--- src/rtl/pc_sequencer.sv ---
// pc_sequencer
//   Program-counter stage that sits directly after the branch decision logic.
//   Holds the architectural PC, applies redirects, calls and returns, and owns
//   the return-address storage so all call/return state lives in one place.
//
//   Build option (macro PCSEQ_RAS_EN):
//     defined   -> circular return-address stack of RAS_DEPTH entries
//     undefined -> single link register (effective depth 1, RAS_DEPTH unused
//                  except for the width of the debug count)
//
//   Ports
//     clk, rst_n        clock, asynchronous active-low reset
//     stall             hold PC and return storage this cycle
//     halt_req          enter HALT (exit only by reset)
//     pc_src, target    redirect request and address from the branch stage
//     is_call, is_ret   call (with pc_src) / return strobes
//     pc, pc_valid      fetch address and its qualifier (valid only in RUN)
//     halted            sequencer is in HALT
//     ras_empty/full    return storage occupancy flags (registered)
//     ras_err           sticky overflow/underflow flag
//     dbg_state_o       FSM state (0 BOOT, 1 RUN, 2 HALT)
//     dbg_ras_count_o   number of valid return entries
//
//   Update rule (RUN, stall=0), highest priority first:
//     return with entry -> pop; return when empty -> target + underflow;
//     redirect -> target, push pc+1 if call; otherwise pc+1 (wraps).
module pc_sequencer #(
  parameter int unsigned     PC_W      = 8,
  parameter int unsigned     RAS_DEPTH = 4,
  parameter logic [PC_W-1:0] RESET_PC  = '0
) (
  input  logic                           clk,
  input  logic                           rst_n,
  input  logic                           stall,
  input  logic                           halt_req,
  input  logic                           pc_src,
  input  logic [PC_W-1:0]                target,
  input  logic                           is_call,
  input  logic                           is_ret,
  output logic [PC_W-1:0]                pc,
  output logic                           pc_valid,
  output logic                           halted,
  output logic                           ras_empty,
  output logic                           ras_full,
  output logic                           ras_err,
  output logic [1:0]                     dbg_state_o,
  output logic [$clog2(RAS_DEPTH+1)-1:0] dbg_ras_count_o
);

  localparam int unsigned CntW = $clog2(RAS_DEPTH + 1);

  typedef enum logic [1:0] {
    ST_BOOT = 2'd0,
    ST_RUN  = 2'd1,
    ST_HALT = 2'd2
  } state_e;

  state_e          state_q;
  logic [PC_W-1:0] pc_q;
  logic            pc_valid_q;
  logic            halted_q;
  logic            ras_empty_q;
  logic            ras_full_q;
  logic            ras_err_q;

  logic [PC_W-1:0] pc_d;
  logic [PC_W-1:0] pc_inc;
  logic            advance;
  logic            push;
  logic            pop;
  logic            err_set;
  logic [PC_W-1:0] top_val;
  logic            stk_empty;
  logic            stk_full;
  logic            empty_d;
  logic            full_d;

  assign pc_inc  = pc_q + PC_W'(1);
  assign advance = (state_q == ST_RUN) && !stall;

  // Next-PC selection and return-storage operations for this edge.
  always_comb begin
    pc_d    = pc_q;
    push    = 1'b0;
    pop     = 1'b0;
    err_set = 1'b0;
    if (advance) begin
      if (is_ret) begin
        if (!stk_empty) begin
          pc_d = top_val;
          pop  = 1'b1;
        end else begin
          pc_d    = target;
          err_set = 1'b1;
        end
      end else if (pc_src) begin
        pc_d = target;
        if (is_call) begin
          push    = 1'b1;
          err_set = stk_full;
        end
      end else begin
        pc_d = pc_inc;
      end
    end
  end

`ifdef PCSEQ_RAS_EN
  localparam int unsigned PtrW = $clog2(RAS_DEPTH);

  logic [PC_W-1:0] ras_q [RAS_DEPTH];
  logic [PtrW-1:0] top_q;
  logic [PtrW-1:0] top_inc;
  logic [CntW-1:0] cnt_q;
  logic [CntW-1:0] cnt_d;

  assign top_inc   = top_q + PtrW'(1);
  assign top_val   = ras_q[top_q];
  assign stk_empty = (cnt_q == '0);
  assign stk_full  = (cnt_q == CntW'(RAS_DEPTH));

  // A push on a full stack overwrites the oldest entry; count saturates.
  always_comb begin
    cnt_d = cnt_q;
    if (push && !stk_full) cnt_d = cnt_q + CntW'(1);
    else if (pop)          cnt_d = cnt_q - CntW'(1);
  end

  assign empty_d         = (cnt_d == '0);
  assign full_d          = (cnt_d == CntW'(RAS_DEPTH));
  assign dbg_ras_count_o = cnt_q;

  always_ff @(posedge clk or negedge rst_n) begin
    if (!rst_n) begin
      top_q <= '0;
      cnt_q <= '0;
      for (int i = 0; i < int'(RAS_DEPTH); i++) ras_q[i] <= '0;
    end else begin
      cnt_q <= cnt_d;
      if (push) begin
        ras_q[top_inc] <= pc_inc;
        top_q          <= top_inc;
      end else if (pop) begin
        top_q <= top_q - PtrW'(1);
      end
    end
  end
`else
  logic [PC_W-1:0] link_q;
  logic            link_valid_q;

  assign top_val         = link_q;
  assign stk_empty       = !link_valid_q;
  assign stk_full        = link_valid_q;
  assign empty_d         = !(push || (link_valid_q && !pop));
  assign full_d          = !empty_d;
  assign dbg_ras_count_o = CntW'(link_valid_q);

  always_ff @(posedge clk or negedge rst_n) begin
    if (!rst_n) begin
      link_q       <= '0;
      link_valid_q <= 1'b0;
    end else if (push) begin
      link_q       <= pc_inc;
      link_valid_q <= 1'b1;
    end else if (pop) begin
      link_valid_q <= 1'b0;
    end
  end
`endif

  // Sequencer FSM with registered outputs. The HALT-entry edge still applies
  // the normal RUN update to the PC.
  always_ff @(posedge clk or negedge rst_n) begin
    if (!rst_n) begin
      state_q     <= ST_BOOT;
      pc_q        <= RESET_PC;
      pc_valid_q  <= 1'b0;
      halted_q    <= 1'b0;
      ras_empty_q <= 1'b1;
      ras_full_q  <= 1'b0;
      ras_err_q   <= 1'b0;
    end else begin
      ras_empty_q <= empty_d;
      ras_full_q  <= full_d;
      case (state_q)
        ST_BOOT: begin
          state_q    <= ST_RUN;
          pc_valid_q <= 1'b1;
        end
        ST_RUN: begin
          pc_q <= pc_d;
          if (err_set) ras_err_q <= 1'b1;
          if (halt_req) begin
            state_q    <= ST_HALT;
            pc_valid_q <= 1'b0;
            halted_q   <= 1'b1;
          end
        end
        ST_HALT: begin
          state_q <= ST_HALT;
        end
        default: begin
          state_q    <= ST_HALT;
          pc_valid_q <= 1'b0;
          halted_q   <= 1'b1;
        end
      endcase
    end
  end

  assign pc          = pc_q;
  assign pc_valid    = pc_valid_q;
  assign halted      = halted_q;
  assign ras_empty   = ras_empty_q;
  assign ras_full    = ras_full_q;
  assign ras_err     = ras_err_q;
  assign dbg_state_o = state_q;

endmodule

--- config.mk ---
export PLATFORM = sky130hd
export DESIGN_NAME = pc_sequencer
export DESIGN_NICKNAME = d
export VERILOG_FILES = /design/src/rtl/pc_sequencer.sv
export SDC_FILE = /design/constraint.sdc
export NUM_CORES = 1
export LEC_CHECK = 0
export ABC_AREA = 1
export BUFFER_PORTS_ARGS = -buffer_cell sky130_fd_sc_hd__buf_2
export CAP_MARGIN = 20
export CORE_ASPECT_RATIO = 1.4
export CORE_UTILIZATION = 50
export DETAILED_ROUTE_END_ITERATION = 10
export GPL_TIMING_DRIVEN = 0
export PLACE_DENSITY = 0.79
export REMOVE_ABC_BUFFERS = 1
export SLEW_MARGIN = 30
export SYNTH_ARGS = -nofsm -noshare
export SYNTH_HDL_FRONTEND = slang
export SYNTH_SLANG_ARGS = --single-unit
--- constraint.sdc ---
create_clock -name clk -period 3.3 [get_ports clk]
set_clock_uncertainty 0.2 [all_clocks]
set_input_delay 0.495 -clock clk [delete_from_list [all_inputs] [get_ports clk]]
set_output_delay 0.495 -clock clk [all_outputs]
set_load 0.02 [all_outputs]
Yosys cells after proc, flatten, opt, wreduce, memory -nomap -nowiden
Index checks and enable logic that the tools add are counted.
{"block": "totals", "register_bits": 24}
{"block": "op_classes", "addsub": 1, "n_eq_ne": 3, "muxes": 23, "n_reduce_logical": 13, "bitwise_logic": 2}
{"op": "$mux W8", "n": 3}
{"op": "$mux W1", "n": 16}
{"op": "$add A8 B1 Y8 const B", "n": 1}
{"op": "$reduce_and A2 Y1", "n": 4}
{"op": "$pmux W2 S2", "n": 1}
{"op": "$logic_not A1 Y1", "n": 3}
{"op": "$pmux W1 S3", "n": 1}
{"op": "$eq A2 B1 Y1 const B", "n": 1}
{"op": "$eq A2 B2 Y1 const B", "n": 1}
{"op": "$logic_and A1 B1 Y1", "n": 2}
{"op": "$logic_not A2 Y1", "n": 1}
{"op": "$mux W2", "n": 1}
{"op": "$ne A2 B2 Y1 const B", "n": 1}
{"op": "$not A1 Y1", "n": 2}
{"op": "$pmux W1 S2", "n": 1}
{"op": "$reduce_bool A2 Y1", "n": 1}
{"op": "$reduce_or A2 Y1", "n": 1}
{"op": "$logic_or A1 B1 Y1", "n": 1}

Depth between registers and ports, before layout
Gate-level depths: netlist of the first run.
{"block": "logic_depth", "depth_word": 7, "ltp_mapped": 8}

Worst setup path before layout of the first run
No wires, ideal clock.
{"block": "synth_timing", "path_kind": "register -> register", "startpoint": "reg pc_q[0], in the netlist pc[0]", "endpoint": "reg pc_q[6], in the netlist pc[6]", "period_less_slack_ns": 1.587, "required_ns": 2.972, "slack_ns": 1.713, "setup_time_ns": 0.128, "arrival_time_ns": 1.260, "stages_incl_launch_ff": 7, "cell_sequence": "dfrtp_1 > ha_1 > nand3_1 > o21ai_0 > nand3_1 > nand2_1 > a21boi_0"}
{"block": "synth_between", "elab_chain_cells": 3}
{"item": "start, declared", "line_no": "59", "text": "logic [PC_W-1:0] pc_q;"}
{"item": "start signal, assigned", "line_no": "192", "text": "pc_q <= pc_d;"}
{"item": "$add A8 B1 Y8", "line_no": "78", "text": "assign pc_inc = pc_q + PC_W'(1);"}
{"item": "$mux W8", "line_no": "96", "text": "end else if (pc_src) begin"}
{"item": "$mux W8", "line_no": "88", "text": "if (is_ret) begin"}
Every way passes these cells.
A chain may end at the register's enable or synchronous reset.

Worst setup path in the final report of the first run
{"block": "layout_timing", "startpoint": "reg link_valid_q", "endpoint": "out dbg_ras_count_o[0]"}
{"item": "start, declared", "line_no": "150", "text": "logic link_valid_q;"}
{"item": "start signal, assigned", "line_no": "162", "text": "link_valid_q <= 1'b0;"}
{"item": "start signal, assigned", "line_no": "165", "text": "link_valid_q <= 1'b1;"}
{"item": "start signal, assigned", "line_no": "167", "text": "link_valid_q <= 1'b0;"}
{"item": "end, declared", "line_no": "47", "text": "output logic [$clog2(RAS_DEPTH+1)-1:0] dbg_ras_count_o"}
No word-level cell between the ends.

==> impl_metrics.ini, run 1 <==
[setup_path]
reg2regPathDepth = 6
end_kind = output port
crit_chain = buf_2
timing.rr.start = dbg_state_o[1]
r2r_end = link_q[0]
path_class = reg2out
cpPeakStageDelay_ns = 0.60
critPathSlowestCell = dfrtp_1
cp_max_fo = 11
critPathTopFamily = flip-flops
critPathBufInv = 1
r2r_slack_ns = 1.57
cp.required_ns = 2.60
startpoint_type = register
worst-endpoint-arrival_ns = 1.16

[pwr]
vdd.ir_drop.worst_mv = 0.1809
p_leak_nw = 0.8429
cellPowerDensity_nw_per_um2 = 324.5

[routing]
drt_iter0_markers = 47
wl_per_cell_um = 13.04
dr_wl_met2_um = 1699
vias = 1277
drt-pass1-iter-count = 5
postRouteAntennaNets = 0
avgViaCountPerCell = 5.411
top_layer_used = met4
wl_met1_um = 1194
met3WireLength_um = 156
drc = 0
wl_um = 3078

[min_path]
hp-start = halt_req
holdCritPathClass = in2reg
hold_depth = 3
holdPathEnd = dbg_state_o[1]

[final_layout]
nets = 219
multi_input_area_um2 = 598.1
final_common_cell = nand2_1
syn_to_final_growth_pct = 13.23
fill_cells = 242
final_cell_mix = nand2_1 (47), buf_2 (30), dfrtp_1 (23), nor2_1 (20)
diodes = 0
finalInstanceArea_um2 = 1510
drive_above_1_share_pct = 20.30
seqCellArea_um2 = 601.8

[clock_tree]
clkLatencyLatePin_ns = 0.32
cts_tree = done
clkSlewWorstSetupHoldPaths_ns = 0.14
cts_num_sinks = 24
clockBufferDepth = 2
post_cts_buffers = 0
cts_buffers = 3
cts_root_buffer = clkbuf_4
cts_max_level = 1

[die]
io_pins = 33
start_util_pct = 54.00
core_um2 = 2470
die_area_um2 = 2881
dieWidth_um = 45.65
rows = 21
die_h_um = 63.11

[sta]
timing_hold_violations_final = 0
slew_headroom_pct = 64.49
max_freq_ghz = 0.5386
post-route-period-util_pct = 56.26
finalCriticalPeriod_ns = 1.857
rsz0062_at_grt = false
finalSetupViolCount = 0
finalSetupTns_ns = 0
worst_slew_pin_slew_ns = 0.5327
slew_viol_final = 0

[run_status]
run_status = complete, no violations

[grt]
overflow = 0
globalRouteTotalUtil_pct = 24.10
grt_start_max_net_pins = 25
grt_pass1_wl_um = 5230
grt_pass1_vias = 1240
grt_antenna_before_repair = 0

[placed_design]
hpwl_um = 2245
gp_congestion = 0.8421
dpl_cell_area_um2 = 1464
portBuffers = 30

[synthesis]
syn_area_per_cell_um2 = 7.622
yosysSeqAreaShare_pct = 45.12
ys_ff_latch = 24
ys_types = 24
netlist_area_um2 = 1334
syn_inst = 175
yosysWarnings = 0

[flow_run]
drv_cap = 0
-- metal layers --
| metal | GRT usage (%) | vias up |
|---|---|---|
| met4 | 10.23 | 0 |
| met5 | 0 | - |
| li1 | - | 609 |
| met2 | 42.86 | 45 |
| met3 | 2.865 | 4 |
| met1 | 27.19 | 619 |
-- through the flow --
stage	cells	hold slack, ns	power, mW	utilization, %	setup slack, ns
after CTS	236	0.2795	0.4934	61.14	1.422
after global placement	231	0.2482	0.3333	59.27	1.446
after detailed placement	231	0.2504	0.3351	59.27	1.410
final	236	0.2727	0.4900	61.14	1.443
after global routing	236	0.3000	0.5089	61.14	1.367
after floorplan	167	-0.0005910	0.3141	-	1.712
-- state kept, by name, indices dropped and copies added, names as in the netlist --
| register | cells |
|---|---|
| link_valid_q | 1 |
| pc_valid | 1 |
| ras_empty | 1 |
| ras_err | 1 |
| dbg_state_o | 2 |
| pc | 8 |
| link_q | 8 |
| ras_full | 1 |
| halted | 1 |
-- worst max-delay path by stage --
stage                     cells past startpoint  slack [ns]          from                 end
final                                         1        1.44  link_valid_q  dbg_ras_count_o[0]
after CTS                                     1        1.42  link_valid_q  dbg_ras_count_o[0]
after detailed placement                      7        1.41        is_ret           link_q[0]
after floorplan                               6        1.71         pc[0]               pc[6]
after global routing                          1        1.37  link_valid_q  dbg_ras_count_o[0]
after global placement                        7        1.45        is_ret           link_q[0]
-- cells in the mapped netlist, drive strengths merged --
| master | instances | area, µm² |
|---|---|---|
| dfrtp | 23 | 575.6 |
| or2 | 2 | 12.51 |
| xor2 | 2 | 17.52 |
| nand3 | 8 | 45.04 |
| dfstp | 1 | 26.28 |
| conb | 1 | 3.750 |
| o21ai | 18 | 90.09 |
| ha | 1 | 12.51 |
| a21boi | 3 | 22.52 |
| o22ai | 1 | 6.260 |
| nor2 | 21 | 86.33 |
| a22o | 1 | 8.760 |
| inv | 19 | 71.31 |
| a21oi | 12 | 60.06 |
| nand3b | 2 | 27.53 |
| nand2 | 47 | 176.4 |
| a31oi | 4 | 25.02 |
| buf | 9 | 66.31 |
-- timing repair --
action / in CTS / in global routing
hold endpoints to repair: 23 / 0
hold buffers: 1 / 0
gates resized for setup: 0 / 0
setup endpoints to repair: 0 / 0
-- report_power, final --
| group | switching (mW) | internal, mW | total, mW | leakage, nW |
|---|---|---|---|---|
| sequential | 0 | 0.294 | 0.294 | 0.274 |
| clock | 0.0923 | 0.0674 | 0.160 | 0.0210 |
| combinational | 0.0238 | 0.0123 | 0.0361 | 0.548 |
-- area by class of cell --
cell class                 instances  share of cell area (%)
tap                               34                   2.817
timing repair buffer              31                   10.60
multi-input combinational        124                   39.60
inverter                          19                   4.722
sequential                        24                   39.85
clock buffer                       4                   2.403
-- kinds of logic after synthesis --
group | Yosys count | synth area share (%)
XOR/XNOR | 2 | 1.314
flip-flops | 24 | 45.12
buffers and inverters | 28 | 10.32
AO/OA/AOI/OAI | 39 | 15.95
other | 1 | 0.2812
adder cells (fa/ha/maj) | 1 | 0.9379
AND/OR/NAND/NOR | 80 | 26.08
No activity file was read; power rests on OpenSTA's default activity.
==> run 2: changes to the inputs <==
--- a/config.mk
+++ b/config.mk
@@ -5,14 +5,14 @@
 export SDC_FILE = /design/constraint.sdc
 export NUM_CORES = 1
 export LEC_CHECK = 0
-export ABC_AREA = 1
+export ABC_AREA = 0
 export BUFFER_PORTS_ARGS = -buffer_cell sky130_fd_sc_hd__buf_2
 export CAP_MARGIN = 20
 export CORE_ASPECT_RATIO = 1.4
-export CORE_UTILIZATION = 50
+export CORE_UTILIZATION = 47
 export DETAILED_ROUTE_END_ITERATION = 10
 export GPL_TIMING_DRIVEN = 0
-export PLACE_DENSITY = 0.79
+export PLACE_DENSITY = 0.78
 export REMOVE_ABC_BUFFERS = 1
 export SLEW_MARGIN = 30
 export SYNTH_ARGS = -nofsm -noshare
==> constraint.sdc (replaced) <==
create_clock -name clk -period 1.65 [get_ports clk]
set_clock_uncertainty 0.2 [all_clocks]
set_input_delay 0.2475 -clock clk [delete_from_list [all_inputs] [get_ports clk]]
set_output_delay 0.2475 -clock clk [all_outputs]
set_load 0.02 [all_outputs]
==> run 2 against run 1 <==
Register-to-register slack got worse by 1.6 ns. First-iteration DRC count fell by 21%. Routed wire length shrank 3.1%. Highest routed layer unchanged. Sequential cell count is the same. Global-route usage is 2.2 points lower. Setup slack got worse by 1.4 ns. Clock power grew 97%. Count of clock-buffer cells in the layout is the same. Total power grew to 3.6 times the previous value. Non-clock buffer count grew 18.
==> impl_metrics.ini, run 2 <==
[sta]
finalCriticalPeriod_ns = 1.646
max_freq_ghz = 0.6075
timing_hold_violations_final = 0
slew_headroom_pct = 64.35
worst_slew_pin_slew_ns = 0.5348
slew_viol_final = 0
post-route-period-util_pct = 99.76
layout_setup_ws_ns = 0.003935
finalSetupViolCount = 0
rsz0062_at_grt = true

[pwr]
power.total_mw = 1.785
p_leak_nw = 0.8017
vdd.ir_drop.worst_mv = 0.6572
cellPowerDensity_nw_per_um2 = 1076

[die]
core_um2 = 2643
die_h_um = 64.80
start_util_pct = 50.09
rows = 22
dieWidth_um = 46.86
die_area_um2 = 3036
io_pins = 33

[synthesis]
ys_ff_latch = 24
synthArstFlopShare_pct = 100.0
yosys-top-cells-count = dfrtp_1 (23), a21oi_1 (14), nor2_1 (14)
ys.flop_type = dfrtp_1
netlist_top_cells_area = dfrtp_1 (43%), a21oi_1 (5.3%), mux2_2 (5.1%)
yosysTopAreaCell = dfrtp_1
yosysWarnings = 0
netlist_area_um2 = 1324
yosysMostFrequentCell = dfrtp_1
synth_top_area_share_pct = 43.48
synth_edf_count = 0
syn_inst = 134
yosysSeqAreaShare_pct = 45.46
ys_types = 39
syn_area_per_cell_um2 = 9.879

[placed_design]
hpwl_um = 1923
pre_cts_slack_ns = -0.6245
gp_congestion = 0.8136
portBuffers = 30
dpl_cell_area_um2 = 1446

[setup_path]
critPathBufInv = 0
crit_chain = or3b_4 -> a221oi_2 -> o21ai_1 -> a21o_1
cp.required_ns = 1.68
startpoint_type = register
r2r_end = pc[5]
worst-endpoint-arrival_ns = 1.68
critPathTopFamily = compound AO/OA/AOI/OAI gates
timing.rr.start = dbg_state_o[1]
end_kind = register
cpPeakStageDelay_ns = 0.45
path_class = reg2reg
r2r_slack_ns = 0.004
critPathSlowestCell = dfrtp_2
cp_max_fo = 3
reg2regPathDepth = 4

[clock_tree]
clkLatencyLatePin_ns = 0.33
cts_root_buffer = clkbuf_4
clockBufferDepth = 2
cts_buffers = 3
cts_num_sinks = 24
cts_tree = done
clkSlewWorstSetupHoldPaths_ns = 0.13
cts_max_level = 1

[final_layout]
final_util_pct = 62.78
multi_input_area_um2 = 655.6
seqCellArea_um2 = 605.6
fill_cells = 234
final_cell_mix = buf_2 (30), dfrtp_1 (20), buf_4 (17), a21oi_1 (14), nor2_1 (14)
nets = 195
drive_above_1_share_pct = 39.33
finalInstanceArea_um2 = 1659
final_common_cell = buf_2
diodes = 0
syn_to_final_growth_pct = 25.33

[grt]
grt_start_max_net_pins = 25
grt_pass1_wl_um = 4712
met2_usage_pct = 36.11
globalRouteTotalUtil_pct = 21.87
grt_antenna_before_repair = 0
grtUsageMet1_pct = 25.41
grt_pass1_vias = 1096
top_usage_layer = met2
overflow = 0
gr-usage-met3_pct = 3.900

[min_path]
holdPathEnd = pc[7]
holdCritPathClass = in2reg
hold_depth = 3
hp-start = target[7]

[routing]
avgViaCountPerCell = 5.416
wl_per_cell_um = 13.94
wl_um = 2983
drc = 0
drt-pass1-iter-count = 6
postRouteAntennaNets = 0
vias = 1159
drt_iter0_markers = 37

[flow_run]
drv_cap = 0

[run_status]
run_status = complete, no violations
-- run 2: cells by family (layout without fill, tap and decap cells) --
| kind of cell | count (synthesis) | in the layout | share of synthesized area [%] |
|---|---|---|---|
| AOI/OAI and AO/OA | 35 | 35 | 16.54 |
| xor gates and xnor gates | 6 | 6 | 3.970 |
| adders and majority gates | 1 | 1 | 0.9450 |
| buffers and inverters | 15 | 58 | 7.183 |
| DFF | 24 | 24 | 45.46 |
| muxes | 11 | 11 | 8.884 |
| other | 1 | 2 | 0.2833 |
| and+or+nand+nor | 41 | 41 | 16.73 |
-- run 2: how the worst max path moves through the flow --
stage	start	to	slack (ns)	cells past startpoint
after detailed placement	dbg_state_o[1]	link_q[1]	-0.62	3
after CTS	pc[0]	pc[7]	-0.0004	4
final	dbg_state_o[1]	pc[5]	0.004	4
after global routing	pc[1]	pc[7]	-0.06	4
after floorplan	dbg_state_o[1]	link_q[1]	-0.35	3
after global placement	dbg_state_o[1]	link_q[1]	-0.59	3
-- run 2: worst min-delay path: stages --
cell	delay, ns
buf_2	0.09
a221oi_2	0.05
a31oi_1	0.12
-- run 2: timing repair --
action,in CTS,in global routing
pin swaps,5,0
hold endpoints to repair,25,0
buffers inserted,16,1
hold buffers,2,0
setup endpoints to repair,21,5
cloned,0,0
gates resized for setup,8,3
-- run 2: layout make-up --
cell class / instances / area share [%]
Clock buffer: 4 / 2.187
Inverter: 5 / 1.131
Multi-Input combinational cell: 96 / 39.52
Sequential cell: 24 / 36.50
Tap cell: 36 / 2.715
Timing Repair Buffer: 49 / 17.95
-- run 2: report_power, final --
group	switching, mW	leakage (nW)	total, mW	internal [mW]
logic	0.352	0.489	0.630	0.277
clock network	0.181	0.0210	0.316	0.135
registers	0.131	0.292	0.839	0.709
-- run 2: stage by stage --
step | setup TNS, ns | hold slack [ns] | instances
6_report | 0 | 0.01314 | 214
5_1_grt | -0.1071 | 0.02729 | 214
4_1_cts | -0.0003942 | 0.02646 | 213
3_5_place_dp | -5.496 | 0.06077 | 191
3_3_place_gp | -4.923 | 0.05308 | 191
2_1_floorplan | -1.885 | -0.2481 | 125
-- run 2: per-layer routing --
layer,up-vias,share of wire [%]
met5,-,0
met4,0,2.6
met3,7,4.1
met2,31,54
met1,570,39
li1,551,-
